## src/rtl/lsu_align_unit_if.sv

```systemverilog
// Pipeline-request, load/store response and data-memory port bundle for lsu_align_unit.
// The slave side is the align unit; the master side is the pipeline plus memory.
interface lsu_align_unit_if #(
   parameter int ADDR_W = 9
) ();
   logic              req_valid;
   logic              req_we;
   logic [2:0]        req_funct3;
   logic [31:0]       req_addr;
   logic [31:0]       req_wdata;
   logic              busy;
   logic              resp_valid;
   logic [31:0]       resp_rdata;
   logic              resp_err;
   logic              mem_we;
   logic [ADDR_W-1:0] mem_addr;
   logic [31:0]       mem_wdata;
   logic [3:0]        mem_strb;
   logic [31:0]       mem_rdata;

   modport slave (
      input  req_valid, req_we, req_funct3, req_addr, req_wdata, mem_rdata,
      output busy, resp_valid, resp_rdata, resp_err,
      output mem_we, mem_addr, mem_wdata, mem_strb
   );

   modport master (
      output req_valid, req_we, req_funct3, req_addr, req_wdata, mem_rdata,
      input  busy, resp_valid, resp_rdata, resp_err,
      input  mem_we, mem_addr, mem_wdata, mem_strb
   );
endinterface

```

## src/rtl/lsu_align_unit.sv

```systemverilog
// MEM-stage load/store aligner: byte strobes, lane shifting, load extension, and
// splitting of word-crossing half/word accesses into two aligned accesses.
module lsu_align_unit #(
   parameter int ADDR_W = 9,
   parameter int XLEN   = 32
) (
   input  logic              clk,
   input  logic              reset,
   lsu_align_unit_if.slave   bus
);
   typedef enum logic {IDLE = 1'b0, HI = 1'b1} state_t;

   state_t            state_reg, state_next;

   logic              lat_we_reg;
   logic [2:0]        lat_funct3_reg;
   logic [1:0]        lat_off_reg;
   logic [ADDR_W-1:0] lat_addr_reg;
   logic [3:0]        lat_strb_hi_reg;
   logic [XLEN-1:0]   lat_wdata_hi_reg;
   logic [XLEN-1:0]   lo_reg;
   logic [XLEN-1:0]   resp_rdata_reg;
   logic              resp_valid_reg;
   logic              resp_err_reg;

   logic [1:0]        off;
   logic [3:0]        size_mask;
   logic [7:0]        byte_mask;
   logic              legal;
   logic              split;
   logic [2*XLEN-1:0] wdata_shift;
   logic [XLEN-1:0]   lo_word;
   logic [XLEN-1:0]   hi_word;
   logic              accept_split;

   logic              busy_c;
   logic              we_c;
   logic [ADDR_W-1:0] addr_c;
   logic [3:0]        strb_c;
   logic [XLEN-1:0]   wdata_c;
   logic              ld_fire;
   logic [2:0]        ld_f3;
   logic [XLEN-1:0]   ld_word;
   logic              err_fire;

   logic              unused_addr;
   assign unused_addr = ^bus.req_addr[31:ADDR_W];

   function automatic logic [31:0] extend(input logic [2:0] f3, input logic [31:0] w);
      case (f3)
         3'b000:  extend = {{24{w[7]}}, w[7:0]};
         3'b001:  extend = {{16{w[15]}}, w[15:0]};
         3'b100:  extend = {24'h0, w[7:0]};
         3'b101:  extend = {16'h0, w[15:0]};
         default: extend = w;
      endcase
   endfunction

   always_comb begin
      off = bus.req_addr[1:0];
      case (bus.req_funct3[1:0])
         2'b00:   size_mask = 4'b0001;
         2'b01:   size_mask = 4'b0011;
         default: size_mask = 4'b1111;
      endcase
      case (bus.req_funct3)
         3'b000, 3'b001, 3'b010: legal = 1'b1;
         3'b100, 3'b101:         legal = !bus.req_we;
         default:                legal = 1'b0;
      endcase
      byte_mask   = {4'h0, size_mask} << off;
      split       = |byte_mask[7:4];
      // Upper half of the 64-bit shift is exactly the data for the second access.
      wdata_shift = {{XLEN{1'b0}}, bus.req_wdata} << {off, 3'b000};
      lo_word     = bus.mem_rdata >> {off, 3'b000};
      hi_word     = XLEN'({bus.mem_rdata, lo_reg} >> {lat_off_reg, 3'b000});
   end

   assign accept_split = (state_reg == IDLE) && bus.req_valid && legal && split;

   // State register
   always_ff @(posedge clk or negedge reset) begin
      if (!reset) begin
         state_reg <= IDLE;
      end else begin
         state_reg <= state_next;
      end
   end

   // Next-state logic
   always_comb begin
      state_next = state_reg;
      case (state_reg)
         IDLE: if (accept_split) state_next = HI;
         HI:   state_next = IDLE;
      endcase
   end

   // Output logic
   always_comb begin
      busy_c   = 1'b0;
      we_c     = 1'b0;
      addr_c   = '0;
      strb_c   = 4'h0;
      wdata_c  = '0;
      ld_fire  = 1'b0;
      ld_f3    = bus.req_funct3;
      ld_word  = lo_word;
      err_fire = 1'b0;
      case (state_reg)
         IDLE: begin
            if (bus.req_valid) begin
               if (legal) begin
                  addr_c  = {bus.req_addr[ADDR_W-1:2], 2'b00};
                  strb_c  = bus.req_we ? byte_mask[3:0] : 4'hF;
                  wdata_c = wdata_shift[XLEN-1:0];
                  we_c    = bus.req_we;
                  busy_c  = split;
                  ld_fire = !bus.req_we && !split;
               end else begin
                  err_fire = 1'b1;
               end
            end
         end
         HI: begin
            addr_c  = lat_addr_reg + ADDR_W'(4);
            strb_c  = lat_we_reg ? lat_strb_hi_reg : 4'hF;
            wdata_c = lat_wdata_hi_reg;
            we_c    = lat_we_reg;
            ld_fire = !lat_we_reg;
            ld_f3   = lat_funct3_reg;
            ld_word = hi_word;
         end
      endcase
      // Reset must silence the memory port immediately, including mid-split.
      if (!reset) begin
         busy_c = 1'b0;
         we_c   = 1'b0;
         strb_c = 4'h0;
      end
   end

   always_ff @(posedge clk or negedge reset) begin
      if (!reset) begin
         lat_we_reg       <= 1'b0;
         lat_funct3_reg   <= 3'h0;
         lat_off_reg      <= 2'h0;
         lat_addr_reg     <= '0;
         lat_strb_hi_reg  <= 4'h0;
         lat_wdata_hi_reg <= '0;
         lo_reg           <= '0;
         resp_rdata_reg   <= '0;
         resp_valid_reg   <= 1'b0;
         resp_err_reg     <= 1'b0;
      end else begin
         resp_valid_reg <= ld_fire;
         resp_err_reg   <= err_fire;
         if (ld_fire) begin
            resp_rdata_reg <= extend(ld_f3, ld_word);
         end
         if (accept_split) begin
            lat_we_reg       <= bus.req_we;
            lat_funct3_reg   <= bus.req_funct3;
            lat_off_reg      <= off;
            lat_addr_reg     <= {bus.req_addr[ADDR_W-1:2], 2'b00};
            lat_strb_hi_reg  <= byte_mask[7:4];
            lat_wdata_hi_reg <= wdata_shift[2*XLEN-1:XLEN];
            if (!bus.req_we) begin
               lo_reg <= bus.mem_rdata;
            end
         end
      end
   end

   assign bus.busy       = busy_c;
   assign bus.mem_we     = we_c;
   assign bus.mem_addr   = addr_c;
   assign bus.mem_strb   = strb_c;
   assign bus.mem_wdata  = wdata_c;
   assign bus.resp_valid = resp_valid_reg;
   assign bus.resp_rdata = resp_rdata_reg;
   assign bus.resp_err   = resp_err_reg;
endmodule

```

## src/flat_wrapper.sv

```systemverilog
// flat-port wrapper written by rule: the top's interface ports become plain ports
module lsu_align_unit_flat 
#(
   parameter int ADDR_W = 9,
   parameter int XLEN   = 32
)
  (clk, reset, bus_req_valid, bus_req_we, bus_req_funct3, bus_req_addr, bus_req_wdata, bus_mem_rdata, bus_busy, bus_resp_valid, bus_resp_rdata, bus_resp_err, bus_mem_we, bus_mem_addr, bus_mem_wdata, bus_mem_strb);
  lsu_align_unit_if #(.ADDR_W(ADDR_W)) bus_i ();
  input  logic clk;
  input  logic reset;
  input wire logic [$bits(bus_i.req_valid)-1:0] bus_req_valid;
  input wire logic [$bits(bus_i.req_we)-1:0] bus_req_we;
  input wire logic [$bits(bus_i.req_funct3)-1:0] bus_req_funct3;
  input wire logic [$bits(bus_i.req_addr)-1:0] bus_req_addr;
  input wire logic [$bits(bus_i.req_wdata)-1:0] bus_req_wdata;
  input wire logic [$bits(bus_i.mem_rdata)-1:0] bus_mem_rdata;
  output wire logic [$bits(bus_i.busy)-1:0] bus_busy;
  output wire logic [$bits(bus_i.resp_valid)-1:0] bus_resp_valid;
  output wire logic [$bits(bus_i.resp_rdata)-1:0] bus_resp_rdata;
  output wire logic [$bits(bus_i.resp_err)-1:0] bus_resp_err;
  output wire logic [$bits(bus_i.mem_we)-1:0] bus_mem_we;
  output wire logic [$bits(bus_i.mem_addr)-1:0] bus_mem_addr;
  output wire logic [$bits(bus_i.mem_wdata)-1:0] bus_mem_wdata;
  output wire logic [$bits(bus_i.mem_strb)-1:0] bus_mem_strb;
  assign bus_i.req_valid = bus_req_valid;
  assign bus_i.req_we = bus_req_we;
  assign bus_i.req_funct3 = bus_req_funct3;
  assign bus_i.req_addr = bus_req_addr;
  assign bus_i.req_wdata = bus_req_wdata;
  assign bus_i.mem_rdata = bus_mem_rdata;
  assign bus_busy = bus_i.busy;
  assign bus_resp_valid = bus_i.resp_valid;
  assign bus_resp_rdata = bus_i.resp_rdata;
  assign bus_resp_err = bus_i.resp_err;
  assign bus_mem_we = bus_i.mem_we;
  assign bus_mem_addr = bus_i.mem_addr;
  assign bus_mem_wdata = bus_i.mem_wdata;
  assign bus_mem_strb = bus_i.mem_strb;
  lsu_align_unit #(.ADDR_W(ADDR_W), .XLEN(XLEN)) u_core (.clk(clk), .reset(reset), .bus(bus_i));
endmodule
```

## config.mk

```make
export PLATFORM = sky130hd
export DESIGN_NAME = lsu_align_unit_flat
export DESIGN_NICKNAME = d
export VERILOG_FILES = /design/src/rtl/lsu_align_unit_if.sv /design/src/rtl/lsu_align_unit.sv /design/src/flat_wrapper.sv
export SDC_FILE = /design/constraint.sdc
export NUM_CORES = 1
export LEC_CHECK = 0
export CORE_MARGIN = 2
export CORE_UTILIZATION = 46
export CTS_BUF_LIST = sky130_fd_sc_hd__clkbuf_8
export CTS_CLUSTER_DIAMETER = 200
export DETAILED_ROUTE_END_ITERATION = 8
export PLACE_DENSITY = 0.77
export SLEW_MARGIN = 20
export SYNTH_ARGS = -nofsm -noshare
export SYNTH_HDL_FRONTEND = slang
export SYNTH_SLANG_ARGS = --single-unit
```

## constraint.sdc

```tcl
create_clock -name clk -period 1.75 [get_ports clk]
set_input_delay 0.2625 -clock clk [delete_from_list [all_inputs] [get_ports clk]]
set_output_delay 0.2625 -clock clk [all_outputs]
set_load 0.01 [all_outputs]
```

## Word-level counts from Yosys, hierarchy flattened

Cells that the tools add are included.

| cells by class | value |
|---|---|
| $add $sub $neg | 1 |
| eq/ne operators | 8 |
| shift operators | 4 |
| multiplexer cells | 33 |
| bitwise logic cells | 2 |
| reductions and logical operators | 14 |

Operator list:

| kind | count |
|---|---|
| one-hot mux 32 bit (4 select lines) | 1 |
| two-way mux 32 bit | 3 |
| one-hot mux 32 bit (2 select lines) | 1 |
| << shifter 32 x 5 -> 64 bit | 1 |
| >> shifter 64 x 5 -> 32 bit | 1 |
| >> shifter 32 x 5 -> 32 bit | 1 |
| two-way mux 4 bit | 5 |
| two-way mux 9 bit | 2 |
| one-hot mux 9 bit (2 select lines) | 1 |
| one-hot mux 4 bit (2 select lines) | 2 |
| two-way mux 1 bit | 13 |
| equality test 3 bit (second input constant) | 4 |
| adder 9 x 3 -> 9 bit (second input constant) | 1 |
| one-hot mux 1 bit (2 select lines) | 4 |
| << shifter 4 x 2 -> 8 bit | 1 |
| equality test 3 x 1 -> 1 bit (second input constant) | 2 |
| zero test 3 bit | 2 |
| logical AND 1 bit | 4 |
| OR reduction 4 bit | 1 |
| equality test 3 x 2 -> 1 bit (second input constant) | 1 |
| zero test 1 bit | 3 |
| two-way mux 3 bit | 1 |
| OR reduction 3 bit | 1 |
| equality test 2 x 1 -> 1 bit (second input constant) | 1 |
| 4 further kinds | 5 |

| storage, ports and cells | value |
|---|---|
| register bits | 116 |
| input bits | 103 |
| output and inout bits | 81 |
| word-level logic and storage cells | 73 |

## Depth between registers and ports, before layout

| logic depth | value |
|---|---|
| depth in word-level cells | 9 |
| depth in mapped cells | 7 |
| gate-level depth less buffers | 5 |

## Worst setup path after synthesis

Ideal clock, no wire load.

| path | value |
|---|---|
| path type | flip-flop to output port |
| from | reg u_core.state_reg |
| to | out bus_mem_wdata[24] |
| arrival time | 1471 ps |
| setup slack | 16 ps |
| cell stages (with the launch flop) | 6 |
| buffers on the path | 2 |
| path through | dfrtp_1 buf_6 and2b_1 nand3_1 clkbuf_1 a211oi_1 |

| between the ends | value |
|---|---|
| word-level cells in the longest chain between the ends | 2 |

Ends and longest elaborated chain:

| what | RTL line | text |
|---|---|---|
| start, declared | lsu_align_unit.sv:13 | `state_t state_reg, state_next;` |
| start signal, assigned | lsu_align_unit.sv:86 | `state_reg <= state_next;` |
| NOT 1 bit | lsu_align_unit.sv:110 | `case (state_reg)` |
| one-hot mux 32 bit (2 select lines) (*) | lsu_align_unit.sv:110 |  |
| end, declared | flat_wrapper.sv:23 | `output wire logic [$bits(bus_i.mem_wdata)-1:0] bus_mem_wdata;` |

Every way passes the cells marked *; elsewhere a longest branch is shown, timed or not.

## Final worst setup path

| path | value |
|---|---|
| from | reg u_core.state_reg |
| to | reg u_core.lo_reg[17] |

| between the ends | value |
|---|---|
| word-level cells in the longest chain between the ends | 5 |

Ends and longest elaborated chain:

| what | RTL line | text |
|---|---|---|
| NOT 1 bit | lsu_align_unit.sv:79 | `assign accept_split = (state_reg == IDLE) && bus.req_valid && legal && split;` |
| logical AND 1 bit (3 in series) | lsu_align_unit.sv:79 |  |
| AND reduction 2 bit (no source line) | n/a |  |
| end signal, assigned | lsu_align_unit.sv:169 | `lo_reg <= bus.mem_rdata;` |
| end, declared | lsu_align_unit.sv:21 | `logic [XLEN-1:0] lo_reg;` |

No other way between the ends.
A chain may end at the register's enable or synchronous reset.

==> metrics.md <==
| Metric | Value |
|---|---|
| Outcome | `finished, violations left` |
| Failing checks | `negative setup slack` |
| Crit path max fanout | `6` |
| Highest-count cells in the layout ignoring fill and taps | `clkdlybuf4s50_1, buf_4, dfrtp_1` |
| CP cell instances | `and2b_2 > buf_6 > buf_6 > o2111ai_4 > buf_6 > nor2_8 > buf_4 > buf_12 > mux2_1` |
| Clock network fraction of total power | `0.175` |
| Data arrival time of the worst path | `2.37 ns` |
| Post-synth ARST share | `1.000` |
| Fin util | `0.7029` |
| Final WS setup | `-0.3437 ns` |
| Num ports | `184` |
| Pre-antenna DRT Iters | `7` |
| Leak | `4.507 nW` |
| Hold Path Class | `input pin to async pin` |
| Share of cells above drive strength 1 | `0.4245` |
| DRT antenna net count | `0` |
| Met1 WL | `9400 µm` |
| Vias post-DR | `6898` |
| Placer congestion estimate | `0.9031` |
| Final setup viols | `109` |
| CP max-delay cell | `dfrtp_2` |
| Final Max Slew Viols | `0` |
| Storage cell area | `0.002680 mm²` |
| Fillers | `1051` |
| Num rows | `45` |
| Core ar. | `0.01503 mm²` |
| CTS tree | `built` |
| Worst skew pair latency | `0.40 ns` |
| First-pass GRT wire length | `35030 µm` |
| Slew margin rel. | `0.5424` |
| IO Port Bufs | `158` |
| Max Freq | `477.6 MHz` |
| RSZ-0062 raised after global routing | `true` |
| P_int | `6.388 mW` |
| CTS buffer count | `9` |
| Ys flop type | `dfrtp_1` |
| Syn avg cell area | `10.38 µm²` |
| Die area | `0.01623 mm²` |
| CTS H-tree depth | `3` |
| Number of synthesized flops with an enable pin | `0` |
| Crit path to | `u_core.lo_reg[17]` |
| Worst EP required | `2.03 ns` |
| Area added between synthesis and finish | `50.80%` |
| Critical Path Start | `u_core.state_reg` |
| CP Launch Type | `register` |
| Setup CP Type | `register to register` |
| Die H | `127.4 µm` |
| Top Layer Used | `met4` |
| Worst-Margin Slew | `0.6865 ns` |
| Clock skew | `0.01733 ns` |
| Largest net degree at the start of global routing | `53` |
| Crit-path most repeated cell | `buf_6` |
| Fin crit share | `1.196` |
| R2r setup slk | `-0.34 ns` |
| Wirelength per Cell | `21.61 µm` |
| DRC | `0` |
| Antenna violations before repair | `0` |
| Clk root buf | `clkbuf_8` |
| Die width | `127.4 µm` |
| Metal2 WL | `12160 µm` |
| Worst-case reg-to-reg path depth | `9` |
| Sw power | `3.318 mW` |
| Reg2reg start | `u_core.state_reg` |
| Ys Warns | `0` |
| Bufs on Longest Clock Path | `2` |
| Vias per cell | `6.115` |
| Endpoints failing hold | `0` |
| WL final | `24370 µm` |
| Final Critical Period | `2.094 ns` |
| Number of diodes | `0` |
| Sequential share of power | `0.384` |
| Yosys cell types | `56` |
| FF-to-FF End | `u_core.lo_reg[17]` |
| Crit. End Element | `register` |
| Final setup TNS | `-23.01 ns` |
| Total track usage | `0.2738` |
| Power Density | `918.6 mW/mm²` |
| Met3 Wirelength | `2027 µm` |
| Total grt overflow | `0` |
| MaxCap Viol Count | `0` |
| Initial DRC count | `620` |
| Vias in the first global route | `6710` |
| Net Sw Frac | `0.3418` |
| Multi-input logic area | `0.004414 mm²` |
| Cells after Synth | `675` |
| Area of the mapped netlist | `0.007007 mm²` |
| Initial Util | `0.4661` |
| Clock-pin slew on the worst setup and hold paths | `0.11 ns` |
| Yosys reg bits | `107` |
| Post-synthesis sequential area ratio | `0.3821` |
| Final net count | `1039` |
| Peak supply drop | `445.8 µV` |
| Hpwl dp | `15200 µm` |
| Comb pwr share | `0.441` |
| CP max stage delay | `0.45 ns` |
| Clock Sinks | `107` |
## cell families after synthesis
| family | Yosys count | share of synthesized area |
|---|---|---|
| AOI/OAI and AO/OA | 180 | 0.1780 |
| xor gates and xnor gates | 5 | 0.006251 |
| adders and majority gates | 1 | 0.001785 |
| buffers and inverters | 68 | 0.06143 |
| DFF | 107 | 0.3821 |
| muxes | 133 | 0.2568 |
| other | 1 | 0.0005352 |
| and+or+nand+nor | 180 | 0.1130 |
## cells in the mapped netlist (2+ instances only)
library cell,number,share of area
nand4_1,4,0.0036
a41oi_1,16,0.020
buf_4,16,0.017
nor3b_1,2,0.0021
a211oi_1,9,0.0096
nand3_1,7,0.0050
mux2_1,29,0.047
a22o_1,9,0.011
o211ai_2,3,0.0054
xor2_1,2,0.0025
buf_2,24,0.017
nor3_1,2,0.0014
o21ai_0,57,0.041
a21o_1,7,0.0075
a21oi_1,14,0.010
and2_1,3,0.0027
o21a_1,2,0.0021
and2b_1,2,0.0021
xnor2_1,3,0.0038
buf_8,2,0.0043
buf_6,7,0.011
nor2b_1,2,0.0018
mux2i_1,29,0.041
or2b_1,2,0.0021
mux2_2,45,0.072
nand2_1,86,0.046
a31oi_1,16,0.014
a22oi_1,23,0.025
a21boi_0,2,0.0021
nand2b_1,2,0.0018
o211ai_1,7,0.0075
inv_1,4,0.0021
dfrtp_1,107,0.38
nor2_1,59,0.032
and3_1,3,0.0027
o221ai_1,7,0.0088
clkbuf_1,13,0.0070
mux4_2,30,0.096
## worst min-delay path by stage
| stage | endpoint | slack [ns] |
|---|---|---|
| floorplan | u_core.bus.resp_err | -0.03 |
| global placement | u_core.lat_strb_hi_reg[1] | 0.11 |
| detailed placement | u_core.lat_strb_hi_reg[0] | 0.11 |
| CTS | u_core.lat_strb_hi_reg[1] | 0.30 |
| global route | u_core.lat_strb_hi_reg[1] | 0.31 |
| finish | u_core.lat_strb_hi_reg[1] | 0.32 |
## worst max-delay path, delay by kind of cell (launching register included)
family	cells	cell delay, ns
AND/OR/NAND/NOR	2	0.45
buffers and inverters	5	0.64
AO/OA/AOI/OAI	1	0.11
flip-flops	1	0.45
multiplexers	1	0.32
## per-stage QoR
step                      std cells  hold WS (ns)  total power [mW]  worst slack [ns]  instance area, µm²
after floorplan                 676      -0.03309             5.672           0.01636                7010
after global placement         1078        0.1053             7.298           -0.7677                9494
after detailed placement       1078        0.1112             7.463           -0.8013                9494
after CTS                      1114        0.3023             9.221           -0.3467                9987
after global routing           1128        0.3117             10.12           -0.4207               10570
final                          1128        0.3215             9.706           -0.3437               10570
## layer usage
metal | track usage | up-vias
met5 | 0 | -
met4 | 0.1092 | 0
met3 | 0.05821 | 58
met2 | 0.4640 | 416
met1 | 0.3433 | 3394
li1 | - | 3030
## what timing repair did
action,4_1_cts,5_1_grt
cloned,5,6
pin swaps,22,28
gates resized for setup,272,109
hold buffers,1,0
endpoints found under the setup margin,134,132
setup buffers,15,12
endpoints found under the hold margin,6,0
## power by group through the flow
| stage | sequential, mW | clock, mW | combinational [mW] |
|---|---|---|---|
| 6_report | 3.72 | 1.70 | 4.28 |
| 5_1_grt | 3.79 | 1.79 | 4.54 |
| 4_1_cts | 3.67 | 1.68 | 3.87 |
| 3_5_place_dp | 3.72 | 0 | 3.75 |
| 3_3_place_gp | 3.66 | 0 | 3.64 |
| 2_1_floorplan | 3.68 | 0 | 1.99 |
## cell type report
cell class	count	share of cell area
flip-flops and latches	107	0.2536
multi-input cells	501	0.4178
inverters	4	0.001776
well taps	188	0.02226
clock inverters	6	0.006750
repair buffers	312	0.2848
clock buffers	10	0.01303
No activity file was read; power rests on OpenSTA's default activity.
